## config.mk

```make
export PLATFORM = sky130hd
export DESIGN_NAME = fifo_transmitter_flat
export DESIGN_NICKNAME = d
export VERILOG_FILES = /design/src/rtl/fifo_transmitter_if.sv /design/src/rtl/fifo_transmitter.sv /design/src/flat_wrapper.sv
export SDC_FILE = /design/constraint.sdc
export NUM_CORES = 1
export LEC_CHECK = 0
export CAP_MARGIN = 10
export CORE_UTILIZATION = 35
export DETAILED_ROUTE_END_ITERATION = 10
export PLACE_DENSITY = 0.62
export SLEW_MARGIN = 40
export SYNTH_ARGS = -nofsm -noshare
export SYNTH_HDL_FRONTEND = slang
export SYNTH_SLANG_ARGS = --single-unit
```

## constraint.sdc

```tcl
create_clock -name clk -period 3.4 [get_ports clk]
set_clock_uncertainty 0.2 [all_clocks]
set_input_delay 0.85 -clock clk [delete_from_list [all_inputs] [get_ports clk]]
set_output_delay 0.85 -clock clk [all_outputs]
set_load 0.01 [all_outputs]
```

## src/rtl/fifo_transmitter_if.sv

```systemverilog
// Bus between the CPU/UART-TX side and the transmit FIFO.
// slave: the FIFO; master: CPU write port plus UART TX core.
interface fifo_transmitter_if #(
    parameter int DB = 8
);
    logic [DB-1:0] w_data;
    logic          wr;
    logic          ovr_clr;
    logic          tx_full;
    logic          tx_empty;
    logic          tx_overrun;
    logic          busy;
    logic          tx_start;
    logic [DB-1:0] d_in;
    logic          tx_done;

    modport slave (
        input  w_data,
        input  wr,
        input  ovr_clr,
        input  tx_done,
        output tx_full,
        output tx_empty,
        output tx_overrun,
        output busy,
        output tx_start,
        output d_in
    );

    modport master (
        output w_data,
        output wr,
        output ovr_clr,
        output tx_done,
        input  tx_full,
        input  tx_empty,
        input  tx_overrun,
        input  busy,
        input  tx_start,
        input  d_in
    );
endinterface

```

## src/rtl/fifo_transmitter.sv

```systemverilog
// Transmit FIFO feeding a UART TX core with a start/done handshake.
// Ports: clk, reset_n (async, active-low), bus (fifo_transmitter_if.slave).
module fifo_transmitter #(
    parameter int DB = 8,
    parameter int AW = 2
) (
    input  logic                clk,
    input  logic                reset_n,
    fifo_transmitter_if.slave   bus
);
    localparam int DEPTH = 2 ** AW;

    typedef enum logic [1:0] {
        IDLE = 2'b00,
        BUSY = 2'b01
    } state_e;

    state_e        state_q, state_d;
    logic [DB-1:0] mem_q [DEPTH];
    logic [AW-1:0] wr_ptr_q, wr_ptr_d;
    logic [AW-1:0] rd_ptr_q, rd_ptr_d;
    logic [AW:0]   count_q, count_d;
    logic          ovr_q, ovr_d;
    logic          start_q, start_d;
    logic          busy_q, busy_d;
    logic [DB-1:0] d_in_q, d_in_d;

    logic full, empty;
    logic accept, drop, launch;

    // Status comes only from registered count.
    assign full  = (count_q == (AW+1)'(DEPTH));
    assign empty = (count_q == '0);

    // Full is the pre-edge value: a write while full is dropped
    // even if a launch frees a slot at the same edge.
    assign accept = bus.wr & ~full;
    assign drop   = bus.wr & full;
    assign launch = (state_q == IDLE) & ~empty;

    always_ff @(posedge clk) begin
        if (accept) begin
            mem_q[wr_ptr_q] <= bus.w_data;
        end
    end

    always_comb begin
        wr_ptr_d = wr_ptr_q;
        rd_ptr_d = rd_ptr_q;
        count_d  = count_q;
        ovr_d    = ovr_q;
        if (accept) begin
            wr_ptr_d = wr_ptr_q + 1'b1;
        end
        if (launch) begin
            rd_ptr_d = rd_ptr_q + 1'b1;
        end
        case ({accept, launch})
            2'b10:   count_d = count_q + 1'b1;
            2'b01:   count_d = count_q - 1'b1;
            default: count_d = count_q;
        endcase
        // A dropped write beats a simultaneous clear.
        if (drop) begin
            ovr_d = 1'b1;
        end else if (bus.ovr_clr) begin
            ovr_d = 1'b0;
        end
    end

    // State register (plus registered datapath/outputs).
    always_ff @(posedge clk or negedge reset_n) begin
        if (!reset_n) begin
            state_q  <= IDLE;
            wr_ptr_q <= '0;
            rd_ptr_q <= '0;
            count_q  <= '0;
            ovr_q    <= 1'b0;
            start_q  <= 1'b0;
            busy_q   <= 1'b0;
            d_in_q   <= '0;
        end else begin
            state_q  <= state_d;
            wr_ptr_q <= wr_ptr_d;
            rd_ptr_q <= rd_ptr_d;
            count_q  <= count_d;
            ovr_q    <= ovr_d;
            start_q  <= start_d;
            busy_q   <= busy_d;
            d_in_q   <= d_in_d;
        end
    end

    // Next-state logic.
    always_comb begin
        state_d = state_q;
        unique case (state_q)
            IDLE: begin
                if (!empty) begin
                    state_d = BUSY;
                end
            end
            BUSY: begin
                if (bus.tx_done) begin
                    state_d = IDLE;
                end
            end
            default: state_d = IDLE;
        endcase
    end

    // Output logic; results are registered above.
    always_comb begin
        start_d = 1'b0;
        busy_d  = busy_q;
        d_in_d  = d_in_q;
        unique case (state_q)
            IDLE: begin
                busy_d = 1'b0;
                if (launch) begin
                    d_in_d  = mem_q[rd_ptr_q];
                    start_d = 1'b1;
                    busy_d  = 1'b1;
                end
            end
            BUSY: begin
                // Done is honoured even while start is still high.
                if (bus.tx_done) begin
                    busy_d = 1'b0;
                end
            end
            default: begin
                start_d = 1'b0;
                busy_d  = 1'b0;
            end
        endcase
    end

    assign bus.tx_full    = full;
    assign bus.tx_empty   = empty;
    assign bus.tx_overrun = ovr_q;
    assign bus.busy       = busy_q;
    assign bus.tx_start   = start_q;
    assign bus.d_in       = d_in_q;
endmodule

```

## src/flat_wrapper.sv

```systemverilog
// flat-port wrapper written by rule: the top's interface ports become plain ports
module fifo_transmitter_flat 
#(
    parameter int DB = 8,
    parameter int AW = 2
)
  (clk, reset_n, bus_w_data, bus_wr, bus_ovr_clr, bus_tx_done, bus_tx_full, bus_tx_empty, bus_tx_overrun, bus_busy, bus_tx_start, bus_d_in);
  fifo_transmitter_if #(.DB(DB)) bus_i ();
  input  logic clk;
  input  logic reset_n;
  input wire logic [$bits(bus_i.w_data)-1:0] bus_w_data;
  input wire logic [$bits(bus_i.wr)-1:0] bus_wr;
  input wire logic [$bits(bus_i.ovr_clr)-1:0] bus_ovr_clr;
  input wire logic [$bits(bus_i.tx_done)-1:0] bus_tx_done;
  output wire logic [$bits(bus_i.tx_full)-1:0] bus_tx_full;
  output wire logic [$bits(bus_i.tx_empty)-1:0] bus_tx_empty;
  output wire logic [$bits(bus_i.tx_overrun)-1:0] bus_tx_overrun;
  output wire logic [$bits(bus_i.busy)-1:0] bus_busy;
  output wire logic [$bits(bus_i.tx_start)-1:0] bus_tx_start;
  output wire logic [$bits(bus_i.d_in)-1:0] bus_d_in;
  assign bus_i.w_data = bus_w_data;
  assign bus_i.wr = bus_wr;
  assign bus_i.ovr_clr = bus_ovr_clr;
  assign bus_i.tx_done = bus_tx_done;
  assign bus_tx_full = bus_i.tx_full;
  assign bus_tx_empty = bus_i.tx_empty;
  assign bus_tx_overrun = bus_i.tx_overrun;
  assign bus_busy = bus_i.busy;
  assign bus_tx_start = bus_i.tx_start;
  assign bus_d_in = bus_i.d_in;
  fifo_transmitter #(.DB(DB), .AW(AW)) u_core (.clk(clk), .reset_n(reset_n), .bus(bus_i));
endmodule
```

==> flow_summary.json, run 1 <==
{
  "outcome": "finished clean",
  "yosysTopAreaCellShare_pct": 46.6,
  "synth_flop_cell": "edfxtp_1",
  "r2r-start": "u_core.count_q[0]",
  "wl_per_cell_um": 15.1,
  "leakagePower_uw": 0.000936,
  "cts_setup_buffers": 0,
  "fin_nets": 156,
  "max_freq_ghz": 0.354,
  "drtIter0Drc": 53,
  "overflow": 0,
  "crit_chain": "nor3_4, clkdlybuf4s50_1",
  "syn_area_per_cell_um2": 19.5,
  "cts_tree": "built",
  "crit_path_end": "bus_tx_empty",
  "finalSetupViolCount": 0,
  "r2r_end": "u_core.count_q[2]",
  "whs_ns": 0.314,
  "synth_edf_count": 32,
  "first_pass_iters": 4,
  "internal_power_uw": 1540,
  "power_density_nw_per_um2": 875,
  "end_kind": "output pin",
  "dp_hpwl_um": 2190,
  "cap_violations": 0,
  "clockRootBuffer": "clkbuf_8",
  "start_kind": "register",
  "synth.net_count": 125,
  "cts.repair.resized": 0,
  "async_flop_share_pct": 37.3,
  "synthCells": 106,
  "core_um2": 5610,
  "seq_power_share_pct": 46.7,
  "fin_crit_sh_pct": 83.2,
  "die_w_um": 78.8,
  "grt_max_degree": 20,
  "switching_share_pct": 29.6,
  "switching_power_uw": 649,
  "synth_area_leaders": "edfxtp_1, dfrtp_1, mux4_2",
  "slew_violations": 0,
  "ctsHtreeMaxLevel": 2,
  "worst_pin_slew_ns": 0.573,
  "startpoint": "u_core.count_q[0]",
  "yosys.area.top_type": "edfxtp_1",
  "max-slew-margin-rel_pct": 61.8,
  "viasPerCell": 4.57,
  "grt_usage_pct": 11.6,
  "rows": 27,
  "pin_count": 26,
  "grt_pass1_wl_um": 5160,
  "postRouteAntennaNets": 0,
  "p_clk_share_pct": 18.7,
  "synthTopCellsByCount": "edfxtp_1, dfrtp_1, mux2_4, mux4_2, inv_1",
  "yosysMostFrequentCell": "edfxtp_1",
  "port_buffers": 25,
  "diodes": 0,
  "synth-seq-area-share_pct": 69.6,
  "rsz0062_at_grt": "no",
  "fin_ws_ns": 0.573,
  "cp_slowest_cell": "clkdlybuf4s50_1",
  "finalHoldViolations": 0,
  "rrSetupSlack_ns": 1.17,
  "ir_worst_vdd_uv": 305,
  "clk_pin_slew_ns": 0.09,
  "antenna_found_initial": 0,
  "syn_area_um2": 2060,
  "hold_class": "reg2reg",
  "insertion_delay_ns": 0.30,
  "cts.path.max_buffers": 2,
  "fin_tns_setup_ns": 0,
  "power_frac_comb_pct": 34.7,
  "numCtsBuffers": 5,
  "drive_gt1_share_pct": 21.0,
  "ys_ff_latch": 51,
  "ff2ff_path_depth": 9,
  "die_h_um": 78.8,
  "fin_crit_ns": 2.83,
  "areaGrowthSynthToFinish_pct": 21.5,
  "dp_slack_ns": 0.554,
  "ys_types": 22,
  "grt_pass1_vias": 1051,
  "clock_sinks": 51,
  "critPathMaxStageDelay_ns": 0.61,
  "synth_warnings": 0,
  "arrival_ns": 1.78,
  "totalPowerFinal_uw": 2190,
  "critical_path_class": "reg2out",
  "post-route-drc-count": 0,
  "hold_buffers": 0,
  "die_area_um2": 6210,
  "crit_fanout": 5,
  "initial_core_util_pct": 36.8,
  "num_vias": 960,
  "cp.required_ns": 2.35,
  "routed_wl_um": 3170,
  "place.gp.congestion": 0.694,
  "min_path_cells": 1
}
[registers in the layout (all words and copies together), names as in the netlist]
register and count:
u_core.state_q 1, u_core.count_q 3, u_core.rd_ptr_q 2, u_core.bus.tx_overrun 1, u_core.bus.tx_start 1, u_core.bus.d_in 8
u_core.mem_q 32, u_core.bus.busy 1, u_core.wr_ptr_q 2
[layout make-up]
| class | count | area [µm²] |
|---|---|---|
| fillers | 510 | 3100 |
| flip-flops and latches | 51 | 1440 |
| multi-input cells | 46 | 586 |
| repair buffers | 26 | 258 |
| well taps | 72 | 90.1 |
| clock buffers | 6 | 72.6 |
| clock inverters | 2 | 37.5 |
| inverters | 7 | 26.3 |
[worst min path at each step]
| stage | start | end | slack, ns |
|---|---|---|---|
| 2_1_floorplan | u_core.count_q[2] | u_core.count_q[2] | 0.31 |
| 3_3_place_gp | u_core.bus.d_in[0] | u_core.bus.d_in[0] | 0.30 |
| 3_5_place_dp | u_core.bus.d_in[2] | u_core.bus.d_in[2] | 0.30 |
| 4_1_cts | u_core.bus.d_in[0] | u_core.bus.d_in[0] | 0.32 |
| 5_1_grt | u_core.bus.d_in[3] | u_core.bus.d_in[3] | 0.33 |
| 6_report | u_core.bus.d_in[0] | u_core.bus.d_in[0] | 0.31 |
[critical path: cells and delay by family (launching register included)]
kind | cells | cell delay, ns
buffers and inverters | 1 | 0.61
AND/OR/NAND/NOR | 1 | 0.40
flip-flops | 1 | 0.47
[placed cells by master, fill, tap and decap left out]
cell type,Yosys,layout
nor2_1,1,1
clkbuf_1,1,1
nor2_8,1,1
xnor2_1,2,2
dfrtp_1,19,19
nand2_1,2,2
ha_1,5,5
edfxtp_1,32,32
mux4_2,8,8
clkinvlp_4,0,1
and2_1,4,4
xor2_1,4,4
clkbuf_8,0,5
clkdlybuf4s50_1,0,25
fa_1,1,1
buf_4,0,1
o21ai_0,3,3
nor2b_2,1,1
nor3_4,1,1
bufinv_16,0,1
mux2i_1,1,1
mux2_4,8,8
mux2_1,1,1
inv_1,7,7
nor3b_2,2,2
nand3b_1,1,1
[routing by layer]
metal / up-vias / part of all wire (%) / global-route usage [%]
met1: 485 / 39 / 12.2
met3: 4 / 3.2 / 2.76
met4: 0 / 2.2 / 6.11
met2: 19 / 56 / 21.3
met5: - / 0 / 0
li1: 452 / - / -
[stage by stage]
step                util, %  instances  instance area (µm²)
global placement       42.7        202                 2400
detailed placement     42.7        202                 2400
CTS                    44.7        210                 2510
floorplan                 -        106                 2060
finish                 44.7        210                 2510
global route           44.7        210                 2510
[power by group through the flow]
| stage | Clock [µW] | Combinational [µW] | Sequential, µW |
|---|---|---|---|
| after floorplan | 0 | 537 | 997 |
| after global placement | 0 | 744 | 1030 |
| after detailed placement | 0 | 774 | 1040 |
| after CTS | 421 | 774 | 1030 |
| after global routing | 442 | 833 | 1050 |
| final | 410 | 760 | 1020 |
[cells by family after synthesis]
group,synth area share (%)
and+or+nand+nor,5.52
muxes,15.6
DFF,69.6
adders and majority gates,4.00
AOI/OAI and AO/OA,0.728
xor gates and xnor gates,2.55
buffers and inverters,2.00
(Power assumes the default switching activity.)
==> run 2, diff against run 1 <==
--- a/config.mk
+++ b/config.mk
@@ -8,7 +8,7 @@
 export CAP_MARGIN = 10
 export CORE_UTILIZATION = 35
 export DETAILED_ROUTE_END_ITERATION = 10
-export PLACE_DENSITY = 0.62
+export PLACE_DENSITY = 0.64
 export SLEW_MARGIN = 40
 export SYNTH_ARGS = -nofsm -noshare
 export SYNTH_HDL_FRONTEND = slang
==> constraint.sdc (replaced) <==
create_clock -name clk -period 2.55 [get_ports clk]
set_clock_uncertainty 0.2 [all_clocks]
set_input_delay 0.6375 -clock clk [delete_from_list [all_inputs] [get_ports clk]]
set_output_delay 0.6375 -clock clk [all_outputs]
set_load 0.01 [all_outputs]
==> run 2 against run 1 <==
Cell count is 2.9% higher; die area stayed put; combinational power is 42% higher; largest cell class unchanged; largest power group unchanged.
==> flow_summary.json, run 2 (synthesis results as in run 1) <==
{
  "areaGrowthSynthToFinish_pct": 25.4,
  "min_path_cells": 1,
  "finalSetupViolCount": 0,
  "final_common_cell": "edfxtp_1",
  "rsz0062_at_grt": "no",
  "core_um2": 5610,
  "crit_family": "buffers and inverters",
  "slew_violations": 0,
  "outcome": "finished clean",
  "r2r_end": "u_core.count_q[2]",
  "die_h_um": 78.8,
  "routed_wl_um": 3530,
  "leakagePower_uw": 0.000997,
  "critical_path_class": "reg2out",
  "viasPerCell": 4.73,
  "initial_core_util_pct": 36.8,
  "fin_crit_ns": 2.35,
  "power_density_nw_per_um2": 1200,
  "hold_class": "reg2reg",
  "num_vias": 1021,
  "use_met3_pct": 3.10,
  "clock_sinks": 51,
  "critPathMaxStageDelay_ns": 0.56,
  "pin_count": 26,
  "startpoint": "u_core.count_q[0]",
  "wl_per_cell_um": 16.3,
  "ctsHtreeMaxLevel": 2,
  "rrSetupSlack_ns": 0.20,
  "max_freq_ghz": 0.425,
  "cp_slowest_cell": "clkdlybuf4s50_1",
  "crit_fanout": 4,
  "port_buffers": 25,
  "antenna_found_initial": 0,
  "finalHoldViolations": 0,
  "rows": 27,
  "crit_chain": "nor3_4, clkdlybuf4s50_1",
  "cts.path.max_buffers": 2,
  "clockRootBuffer": "clkbuf_8",
  "diodes": 0,
  "numCtsBuffers": 5,
  "first_pass_iters": 3,
  "post-route-drc-count": 0,
  "placed_cells": 207,
  "dp_hpwl_um": 2360,
  "largest_register_ffs": 32,
  "worst_pin_slew_ns": 0.623,
  "totalPowerFinal_uw": 3110,
  "insertion_delay_ns": 0.30,
  "hold_path_end": "u_core.bus.d_in[7]",
  "ir_worst_vdd_uv": 347,
  "regArea_um2": 1440,
  "multi_input_area_um2": 592,
  "n_fill_cell": 494,
  "clk_pin_slew_ns": 0.09,
  "grt_max_degree": 20,
  "r2r-start": "u_core.count_q[1]",
  "place.gp.congestion": 0.730,
  "start_kind": "register",
  "ff2ff_path_depth": 9,
  "fin_nets": 162,
  "postRouteAntennaNets": 0,
  "drive_gt1_share_pct": 25.7,
  "grtUsageMet1_pct": 13.7,
  "drtIter0Drc": 113,
  "grt_most_used_layer": "met2",
  "grt_usage_pct": 13.3,
  "path_buf_inv": 1,
  "grt_pass1_wl_um": 5860,
  "grt_use_met2_pct": 25.0,
  "cp.required_ns": 1.71,
  "instances_no_fill": 216,
  "die_area_um2": 6210,
  "arrival_ns": 1.52,
  "hp-start": "u_core.bus.d_in[7]",
  "end_kind": "output pin",
  "cts_tree": "built",
  "max-slew-margin-rel_pct": 58.5,
  "overflow": 0,
  "largest_register": "u_core.mem_q",
  "final_cell_mix": "edfxtp_1, clkdlybuf4s50_1, dfrtp_1, mux4_2, mux2_4",
  "fin_util_pct": 46.1,
  "die_w_um": 78.8,
  "grt_pass1_vias": 1140,
  "cap_violations": 0,
  "fin_crit_sh_pct": 92.3
}
run 2: repair_timing:
action	4_1_cts	5_1_grt
hold buffers	0	0
gates resized for setup	0	3
pin swaps	1	0
endpoints found under the hold margin	0	0
buffers inserted	1	0
setup endpoints to repair	1	1
run 2: worst max path at each step:
| stage | to | slack, ns | cells after the start |
|---|---|---|---|
| after floorplan | u_core.count_q[2] | 0.36 | 9 |
| final | bus_tx_empty | 0.20 | 2 |
| after global placement | u_core.count_q[2] | 0.04 | 9 |
| after detailed placement | u_core.count_q[2] | -0.11 | 9 |
| after global routing | u_core.count_q[2] | 0.05 | 9 |
| after CTS | bus_tx_full | 0.005 | 2 |
run 2: stage by stage:
stage	area (µm²)	TNS, ns	hold WS (ns)	worst slack [ns]
after floorplan	2060	0	0.142	0.357
after detailed placement	2430	-0.114	0.298	-0.114
after CTS	2580	0	0.324	0.00526
after global placement	2430	0	0.296	0.0355
final	2590	0	0.316	0.197
after global routing	2590	0	0.329	0.0532
run 2: final cells by class:
type / instances / area share, %
tap: 72 / 3.48
inverter: 7 / 1.02
timing repair buffer: 32 / 11.8
clock buffer: 5 / 2.66
multi-input combinational: 46 / 22.9
clock inverter: 3 / 2.61
sequential: 51 / 55.6
run 2: power by group:
part | total, µW | internal (µW) | leakage, µW | switching, µW
sequential | 1380 | 1150 | 0.000517 | 228
clock | 648 | 391 | 0.0000644 | 257
combinational | 1080 | 660 | 0.000416 | 421
run 2: layer usage:
metal | vias up | part of all wire (%)
met2 | 18 | 56
met1 | 536 | 40
li1 | 462 | -
met4 | 0 | 2.1
met5 | - | 0
met3 | 5 | 1.9
==> run 3, diff against run 2 <==
--- a/config.mk
+++ b/config.mk
@@ -9,6 +9,7 @@
 export CORE_UTILIZATION = 35
 export DETAILED_ROUTE_END_ITERATION = 10
 export PLACE_DENSITY = 0.64
+export SKIP_LAST_GASP = 1
 export SLEW_MARGIN = 40
 export SYNTH_ARGS = -nofsm -noshare
 export SYNTH_HDL_FRONTEND = slang
==> run 3 against run 2 <==
Die area did not move; hold slack did not move; design area barely moved; largest cell class unchanged; fmax fell by 1.7%; non-clock buffer count did not move; largest power group unchanged; register-to-register slack got worse by 0.04 ns; critical path depth rose by 7; sequential cell count did not move; worst setup slack got worse by 0.041 ns; sequential share of layout area barely moved.
==> flow_summary.json, run 3 (synthesis results as in run 1) <==
{
  "final_cell_mix": "edfxtp_1, clkdlybuf4s50_1, dfrtp_1, mux4_2, mux2_4",
  "end_kind": "register",
  "die_w_um": 78.8,
  "final_common_cell": "edfxtp_1",
  "min_path_cells": 1,
  "fin_util_pct": 46.1,
  "postRouteAntennaNets": 0,
  "clk_pin_slew_ns": 0.09,
  "rsz0062_at_grt": "yes",
  "power_frac_comb_pct": 34.8,
  "cp_slowest_cell": "dfrtp_1",
  "viasPerCell": 4.73,
  "die_h_um": 78.8,
  "max_freq_ghz": 0.418,
  "cts.path.max_buffers": 2,
  "fin_ws_ns": 0.156,
  "p_clk_share_pct": 20.9,
  "rows": 27,
  "regArea_um2": 1440,
  "slew_violations": 0,
  "dp_hpwl_um": 2360,
  "internal_power_uw": 2200,
  "cap_violations": 0,
  "wl_per_cell_um": 16.3,
  "first_pass_iters": 3,
  "diodes": 0,
  "start_kind": "register",
  "power_density_nw_per_um2": 1200,
  "crit_fanout": 11,
  "seq_power_share_pct": 44.3,
  "largest_register": "u_core.mem_q",
  "routed_wl_um": 3530,
  "grt_pass1_wl_um": 5860,
  "outcome": "finished clean",
  "overflow": 0,
  "core_um2": 5610,
  "critical_path_class": "reg2reg",
  "insertion_delay_ns": 0.30,
  "antenna_found_initial": 0,
  "cts_tree": "built",
  "die_area_um2": 6210,
  "fin_nets": 162,
  "pin_count": 26,
  "areaGrowthSynthToFinish_pct": 25.3,
  "numCtsBuffers": 5,
  "ctsHtreeMaxLevel": 2,
  "grt_pass1_vias": 1140,
  "dp_slack_ns": -0.114,
  "hold_class": "reg2reg",
  "drive_gt1_share_pct": 25.0,
  "finalSetupViolCount": 0,
  "wl_met2_um": 1970,
  "grt_max_degree": 20,
  "multi_input_area_um2": 592,
  "crit_path_frequent_cell": "xor2_1",
  "num_vias": 1021,
  "drtIter0Drc": 113,
  "r2r-start": "u_core.count_q[0]",
  "fin_crit_sh_pct": 93.9,
  "ff2ff_path_depth": 9,
  "wl_met1_um": 1410,
  "critPathMaxStageDelay_ns": 0.50,
  "post-route-drc-count": 0,
  "met3_length_um": 66,
  "leakagePower_uw": 0.000998,
  "switching_power_uw": 906,
  "grt_usage_pct": 13.3,
  "max-slew-margin-rel_pct": 58.5,
  "largest_register_ffs": 32,
  "fin_crit_ns": 2.39,
  "n_fill_cell": 495,
  "clock_sinks": 51,
  "arrival_ns": 2.42,
  "crit_chain": "nor3_4, buf_4, nor2_8, ha_1, inv_1, fa_1, xor2_1, nor2_1, xor2_1",
  "ir_worst_vdd_uv": 347,
  "place.gp.congestion": 0.730,
  "port_buffers": 25,
  "finalHoldViolations": 0,
  "initial_core_util_pct": 36.8,
  "cp.required_ns": 2.58,
  "clockRootBuffer": "clkbuf_8",
  "hold_buffers": 0,
  "startpoint": "u_core.count_q[0]",
  "worst_pin_slew_ns": 0.623,
  "hp-start": "u_core.bus.d_in[7]",
  "top_layer": "met4",
  "switching_share_pct": 29.2
}
run 3: what timing repair did:
| action | in CTS | in global routing |
|---|---|---|
| pin swaps | 1 | 0 |
| resized for setup | 0 | 2 |
| setup endpoints to repair | 1 | 1 |
| setup buffers | 1 | 0 |
run 3: final cells by class:
type	instances	area share (%)
inverters	7	1.02
clock buffers	5	2.66
repair buffers	32	11.8
multi-input cells	46	22.9
flip-flops and latches	51	55.5
clock inverters	3	2.61
well taps	72	3.48
run 3: routing by layer:
layer	GRT usage (%)	vias up
met2	25.0	18
met1	13.7	536
met5	0	-
li1	-	462
met4	6.67	0
met3	3.10	5
run 3: per-stage QoR:
| step | hold slack (ns) | instances | total power, µW | cell area, µm² | setup TNS, ns |
|---|---|---|---|---|---|
| final | 0.316 | 216 | 3110 | 2590 | 0 |
| after global routing | 0.329 | 216 | 3280 | 2590 | -0.0134 |
| after CTS | 0.324 | 216 | 3140 | 2580 | 0 |
| after detailed placement | 0.298 | 207 | 2470 | 2430 | -0.114 |
| after global placement | 0.296 | 207 | 2400 | 2430 | 0 |
| after floorplan | 0.142 | 106 | 2040 | 2060 | 0 |
run 3: critical path, delay by kind of cell, from the launching register on:
kind	cells	cell delay (ns)
and+or+nand+nor	3	0.44
DFF	1	0.50
buffers and inverters	2	0.23
adders and majority gates	2	0.63
xor gates and xnor gates	2	0.31
run 3: final timing paths:
| check | to | slack (ns) |
|---|---|---|
| setup / recovery | u_core.count_q[2] | 0.16 |
| hold / removal | u_core.bus.d_in[7] | 0.32 |
| setup reg to reg | u_core.count_q[2] | 0.16 |
| hold reg to reg | u_core.bus.d_in[7] | 0.32 |
| max in group asynchronous | u_core.bus.d_in[6] | 1.45 |
| min in group asynchronous | u_core.bus.d_in[1] | 0.47 |
run 3: power by group through the flow:
stage	Clock (µW)	Sequential (µW)	Combinational, µW
final	648	1380	1080
after global routing	693	1410	1180
after CTS	663	1380	1100
after detailed placement	0	1390	1080
after global placement	0	1370	1030
after floorplan	0	1330	716
